**src/rtl/alu_mc.sv**
```systemverilog
`default_nettype none
// ============================================================================
// Module      : alu_mc
// Description : Parametrised multi-cycle ALU. Single-cycle arithmetic/logic
//               opcodes produce a registered result one cycle after accept;
//               mulu (shift-add) and divu (restoring) iterate one bit per
//               cycle for WIDTH cycles. Operands enter via valid/ready, and
//               every result is announced by a one-cycle out_valid pulse.
// Ports       : clk, reset (sync, active-high)
//               in_valid / in_ready : operand handshake
//               X, Y [WIDTH], ALUctr [4] : operands and opcode
//               out_valid : pulse when R/Overflow/Zero were just written
//               R [WIDTH], Overflow, Zero : registered result and flags
//               busy : high during a multi-cycle operation (== ~in_ready)
// Revision    : 1.0 - initial release
// ============================================================================
module alu_mc #(
  parameter int WIDTH = 32
) (
  input  logic             clk,
  input  logic             reset,
  input  logic             in_valid,
  output logic             in_ready,
  input  logic [WIDTH-1:0] X,
  input  logic [WIDTH-1:0] Y,
  input  logic [3:0]       ALUctr,
  output logic             out_valid,
  output logic [WIDTH-1:0] R,
  output logic             Overflow,
  output logic             Zero,
  output logic             busy
);

  localparam int               c_CNT_W = $clog2(WIDTH + 1);
  localparam logic [c_CNT_W-1:0] c_LAST = c_CNT_W'(WIDTH - 1);

  localparam logic [3:0] c_OP_ADDU = 4'b0000;
  localparam logic [3:0] c_OP_ADD  = 4'b0001;
  localparam logic [3:0] c_OP_OR   = 4'b0010;
  localparam logic [3:0] c_OP_AND  = 4'b0011;
  localparam logic [3:0] c_OP_SUBU = 4'b0100;
  localparam logic [3:0] c_OP_SUB  = 4'b0101;
  localparam logic [3:0] c_OP_SLTU = 4'b0110;
  localparam logic [3:0] c_OP_SLT  = 4'b0111;
  localparam logic [3:0] c_OP_XOR  = 4'b1000;
  localparam logic [3:0] c_OP_NOR  = 4'b1001;
  localparam logic [3:0] c_OP_MULU = 4'b1010;
  localparam logic [3:0] c_OP_DIVU = 4'b1011;

  typedef enum logic [1:0] {
    S_IDLE = 2'd0,
    S_MUL  = 2'd1,
    S_DIV  = 2'd2
  } state_t;

  state_t               state_q, state_d;
  logic [c_CNT_W-1:0]   cnt_q, cnt_d;
  // Work register: upper half is accumulator (mul) or partial remainder (div),
  // lower half is the multiplier being shifted out (mul) or the dividend being
  // replaced by quotient bits (div).
  logic [2*WIDTH-1:0]   wk_q, wk_d;
  logic [WIDTH-1:0]     b_q, b_d;      // multiplicand or divisor
  logic                 dz_q, dz_d;    // divide-by-zero seen at accept
  logic [WIDTH-1:0]     r_q, r_d;
  logic                 ovf_q, ovf_d;
  logic                 zero_q, zero_d;
  logic                 ov_q, ov_d;

  // ---------------- single-cycle result ----------------
  logic [WIDTH-1:0] w_sum, w_dif, w_res;
  logic             w_ovf;

  assign w_sum = X + Y;
  assign w_dif = X - Y;

  always_comb begin
    w_res = '0;
    w_ovf = 1'b0;
    case (ALUctr)
      c_OP_ADDU: w_res = w_sum;
      c_OP_ADD: begin
        w_res = w_sum;
        w_ovf = (X[WIDTH-1] == Y[WIDTH-1]) && (w_sum[WIDTH-1] != X[WIDTH-1]);
      end
      c_OP_OR:   w_res = X | Y;
      c_OP_AND:  w_res = X & Y;
      c_OP_SUBU: w_res = w_dif;
      c_OP_SUB: begin
        w_res = w_dif;
        w_ovf = (X[WIDTH-1] != Y[WIDTH-1]) && (w_dif[WIDTH-1] != X[WIDTH-1]);
      end
      c_OP_SLTU: w_res = {{(WIDTH-1){1'b0}}, (X < Y)};
      c_OP_SLT:  w_res = {{(WIDTH-1){1'b0}}, ($signed(X) < $signed(Y))};
      c_OP_XOR:  w_res = X ^ Y;
      c_OP_NOR:  w_res = ~(X | Y);
      default: begin
        w_res = '0;
        w_ovf = 1'b0;
      end
    endcase
  end

  // ---------------- iteration steps ----------------
  logic [WIDTH:0]       w_madd;
  logic [2*WIDTH-1:0]   w_mstep;
  logic [WIDTH:0]       w_shift;
  logic [WIDTH:0]       w_sub;
  logic                 w_ge;
  logic [2*WIDTH-1:0]   w_dstep;

  // Shift-add: add multiplicand when the current multiplier LSB is set,
  // then shift the whole accumulator right by one.
  assign w_madd  = {1'b0, wk_q[2*WIDTH-1:WIDTH]} + (wk_q[0] ? {1'b0, b_q} : '0);
  assign w_mstep = {w_madd, wk_q[WIDTH-1:1]};

  // Restoring division. An explicit compare (rather than the subtractor's top
  // bit) keeps the divisor-zero case producing all-ones quotient bits.
  assign w_shift = {wk_q[2*WIDTH-1:WIDTH], wk_q[WIDTH-1]};
  assign w_sub   = w_shift - {1'b0, b_q};
  assign w_ge    = (w_shift >= {1'b0, b_q});
  assign w_dstep = w_ge ? {w_sub[WIDTH-1:0],   wk_q[WIDTH-2:0], 1'b1}
                        : {w_shift[WIDTH-1:0], wk_q[WIDTH-2:0], 1'b0};

  // ---------------- next-state ----------------
  always_comb begin
    state_d = state_q;
    cnt_d   = cnt_q;
    wk_d    = wk_q;
    b_d     = b_q;
    dz_d    = dz_q;
    r_d     = r_q;
    ovf_d   = ovf_q;
    zero_d  = zero_q;
    ov_d    = 1'b0;
    case (state_q)
      S_IDLE: begin
        if (in_valid) begin
          cnt_d = '0;
          case (ALUctr)
            c_OP_MULU: begin
              wk_d    = {{WIDTH{1'b0}}, Y};
              b_d     = X;
              state_d = S_MUL;
            end
            c_OP_DIVU: begin
              wk_d    = {{WIDTH{1'b0}}, X};
              b_d     = Y;
              dz_d    = (Y == '0);
              state_d = S_DIV;
            end
            default: begin
              r_d    = w_res;
              ovf_d  = w_ovf;
              zero_d = (w_res == '0);
              ov_d   = 1'b1;
            end
          endcase
        end
      end
      S_MUL: begin
        wk_d  = w_mstep;
        cnt_d = cnt_q + 1'b1;
        if (cnt_q == c_LAST) begin
          state_d = S_IDLE;
          r_d     = w_mstep[WIDTH-1:0];
          ovf_d   = |w_mstep[2*WIDTH-1:WIDTH];
          zero_d  = (w_mstep[WIDTH-1:0] == '0);
          ov_d    = 1'b1;
        end
      end
      S_DIV: begin
        wk_d  = w_dstep;
        cnt_d = cnt_q + 1'b1;
        if (cnt_q == c_LAST) begin
          state_d = S_IDLE;
          r_d     = w_dstep[WIDTH-1:0];
          ovf_d   = dz_q;
          zero_d  = (w_dstep[WIDTH-1:0] == '0);
          ov_d    = 1'b1;
        end
      end
      default: state_d = S_IDLE;
    endcase
  end

  always_ff @(posedge clk) begin
    if (reset) begin
      state_q <= S_IDLE;
      cnt_q   <= '0;
      wk_q    <= '0;
      b_q     <= '0;
      dz_q    <= 1'b0;
      r_q     <= '0;
      ovf_q   <= 1'b0;
      zero_q  <= 1'b1;
      ov_q    <= 1'b0;
    end else begin
      state_q <= state_d;
      cnt_q   <= cnt_d;
      wk_q    <= wk_d;
      b_q     <= b_d;
      dz_q    <= dz_d;
      r_q     <= r_d;
      ovf_q   <= ovf_d;
      zero_q  <= zero_d;
      ov_q    <= ov_d;
    end
  end

  assign in_ready  = (state_q == S_IDLE);
  assign busy      = ~in_ready;
  assign out_valid = ov_q;
  assign R         = r_q;
  assign Overflow  = ovf_q;
  assign Zero      = zero_q;

endmodule
`default_nettype wire

```
**config.mk**
```make
export PLATFORM = sky130hd
export DESIGN_NAME = alu_mc
export DESIGN_NICKNAME = d
export VERILOG_FILES = /design/src/rtl/alu_mc.sv
export SDC_FILE = /design/constraint.sdc
export NUM_CORES = 1
export LEC_CHECK = 0
export CAP_MARGIN = 10
export CORE_MARGIN = 5
export CORE_UTILIZATION = 62
export DETAILED_ROUTE_END_ITERATION = 12
export GPL_TIMING_DRIVEN = 0
export PLACE_DENSITY = 0.83
export REMOVE_ABC_BUFFERS = 1
export SETUP_SLACK_MARGIN = 0.05
export SYNTH_ARGS = -nofsm -noshare
export SYNTH_HDL_FRONTEND = slang
export SYNTH_SLANG_ARGS = --single-unit
```
**constraint.sdc**
```tcl
create_clock -name clk -period 4.09 [get_ports clk]
set_input_delay 0.6135 -clock clk [delete_from_list [all_inputs] [get_ports clk]]
set_output_delay 0.6135 -clock clk [all_outputs]
set_load 0.05 [all_outputs]
```
==> metrics.md <==
| Metric | Value |
|---|---|
| Syn Area/Cell | `7.03 um2` |
| Crit path depth | `15` |
| Vias/cell | `7.23` |
| Core Area | `0.0253 mm2` |
| Peak supply drop | `~0.29 mV` |
| CTS tree | `done` |
| Final nets | `2587` |
| Largest net degree at the start of global routing | `81` |
| Relative slew slack | `0.248` |
| H-tree depth | `4` |
| Yosys cell types | `slightly below 90` |
| Final worst path period share | `0.985` |
| Area of the die | `just under 0.03 mm2` |
| Worst-Skew Late Latency | `440 ps` |
| Vias | `19.3k` |
| EDFF count, synth | `0` |
| Area delta synth->final | `19.2%` |
| Synth top area cells | `dfxtp_1 17%, ha_1 14%, a21oi_1 7.9%` |
| Crit-path leading delay family | `simple AND/OR/NAND/NOR gates` |
| RSZ-0062 raised after global routing | `true` |
| CP peak stage delay | `~540 ps` |
| Final Non-Filler Cells | `~2.7k` |
| Initial drt markers | `3339` |
| Vias in the first global route | `17.4k` |
| Initial Utilization | `0.634` |
| Synth Instances | `2281` |
| Worst r2r src | `wk_q[31]` |
| Cell Rows | `58` |
| Max-cap viol count | `0` |
| Setup Crit Path Kind | `primary input to flop` |
| GPL Wtd Cong | `about 1.1` |
| Longest Clk Path Bufs | `2` |
| Final setup vio count | `0` |
| Die H | `between 150 and 200 um` |
| Post-route cell area | `0.0191 mm2` |
| Layout cell share with drive strength beyond 1 | `0.114` |
| Worst path slowest cell | `clkdlybuf4s50_1` |
| Sequential area share after synthesis | `0.175` |
| Hold_sp | `R[24]` |
| Area of placed instances | `0.0173 mm2` |
| P_leak | `about 7.9 nW` |
| Hold Vio Cnt, Final | `0` |
| Cell taking the most area after synthesis | `dfxtp_1` |
| Worst Path Max Fanout | `13` |
| Worst path required time | `4460 ps` |
| Hold path depth | `2` |
| Setup crit start | `Y[22]` |
| Crit path time final | `4030 ps` |
| Most common cell after layout, fill and taps aside | `nor2_1` |
| P per Cell Area | `272 mW/mm2` |
| Congestion Overflow GR | `0` |
| Synth top area share | `0.175` |
| Initial antenna violation count | `0` |
| Worst setup EP type | `flop` |
| # DRC | `0` |
| R2R cell count | `15` |
| All-layer global routing usage | `0.419` |
| Asr flop ratio synth | `0` |
| Slew Limit Fails | `0` |
| CTS Buf Count | `17` |
| Drt pass-1 iters | `8` |
| CP Data Arrival Time | `between 4000 and 5000 ps` |
| Die W | `roughly 170 um` |
| DRT antenna net count | `0` |
| Main synth FF type | `dfxtp_1` |
| CTS sink count | `140` |
| Post-CTS Hold Fix Bufs | `0` |
| Clk Tree Root Cell | `clkbuf_16` |
| Hold Path Class | `flop to flop` |
| Worst slew pin tran | `1120 ps` |
| Netlist Area Pre-Place | `~0.016 mm2` |
| Synth Register Bits | `140` |
| First-pass GRT wire length | `97600 um` |
| Clock transition at path regs | `70 ps` |
| Placed cells | `roughly 2.6k` |
| Crit path cell chain | `clkdlybuf4s50_1, inv_1, ha_4, nor2b_1, nor4_2, o311ai_1, o21ai_2, nand2_1, and3_1, o31ai_2, nand4_1, nor4b_4, nor4b_4, nand2_1, a21oi_1` |
| Startpoint types | `primary input` |
| Outcome | `completed` |
| Synth warn | `0` |
| WL/cell | `24.2 um` |
| Buf+Inv Stages, Crit Path | `2` |
| Most frequent cells in the layout | `260 x nor2_1, 245 x a21oi_1, 204 x nand2_1` |
| FILL cells | `1961` |
| Skew final | `11.0 ps` |
| Top Ports | `108` |
| Fmax | `between 200 and 250 MHz` |
| IO Port Bufs | `between 100 and 150` |
| # diodes | `0` |
| DP HPWL | `46300 um` |
| Final setup margin | `60.1 ps` |
| Place WS | `-1410 ps` |
| Drt total wl | `64900 um` |
state kept, by name, indices dropped and copies added (netlist names):
name and cells:
dz_q 1, Overflow 1, state_q 2, out_valid 1
wk_q 64, R 32, b_q 32, cnt_q 6
Zero 1
cells by family after synthesis:
kind of cell / share of synthesized area
AO/OA/AOI/OAI: 0.337
buffers and inverters: 0.0703
adder cells (fa/ha/maj): 0.143
XOR/XNOR: 0.0398
flip-flops: 0.175
multiplexers: 0.0111
AND/OR/NAND/NOR: 0.224
repair_timing:
item                       4_1_cts  5_1_grt
gates cloned                     1        1
gates resized for setup        107      139
setup buffers                   16       27
setup endpoints to repair       46        9
pin swaps                       16       33
synthesized netlist by cell type (all sizes together), types with 39 or more instances:
| cell type | count |
|---|---|
| a211oi | 53 |
| a21o | 48 |
| a21oi | 256 |
| a221o | 40 |
| clkbuf | 104 |
| dfxtp | 140 |
| ha | 177 |
| inv | 157 |
| nand2 | 208 |
| nand3 | 76 |
| nor2 | 268 |
| nor3 | 57 |
| o211ai | 73 |
| o21ai | 100 |
| xnor2 | 39 |
final timing paths:
check | to | slack (ps)
setup reg to reg | R[0] | 170
setup / recovery | Zero | 60
hold / removal | R[24] | 450
hold reg to reg | R[24] | 450
worst min-delay path, stage by stage, from the launching register on:
cell	delay (ps)
dfxtp_1	310
nand2_1	50
a21oi_1	50
stage by stage:
step	hold slack [ps]	power, mW	setup TNS (ps)	util
6_report	449	5.19	0	0.755
5_1_grt	477	5.35	-77.7	0.755
4_1_cts	451	4.98	-45.7	0.730
3_5_place_dp	444	3.29	-41030	0.685
3_3_place_gp	440	3.23	-432170	0.671
2_1_floorplan	426	2.65	-1560	-
metal layers:
layer,track usage,share of wire,vias to the layer above
li1,-,-,8517
met1,0.546,0.38,8857
met2,0.639,0.42,1590
met3,0.112,0.13,385
met4,0.214,0.073,0
met5,0,0,-
where the power goes:
group / internal, mW / switching [mW]
sequential: 1.42 / 0.0476
combinational: 0.768 / 1.33
clock: 0.915 / 0.710
total: 3.10 / 2.09
cell type report:
class | count | area [um2] | share of cell area
clock buffers | 18 | 429 | 0.0224
clock inverters | 14 | 159 | 0.00831
inverters | 157 | 597 | 0.0312
multi-input cells | 1846 | 13000 | 0.680
flip-flops and latches | 140 | 2810 | 0.147
well taps | 330 | 413 | 0.0216
repair buffers | 171 | 1700 | 0.0890
repair inverters | 2 | 12.5 | 0.000654
Note: power is estimated with default switching activity, not from simulation.
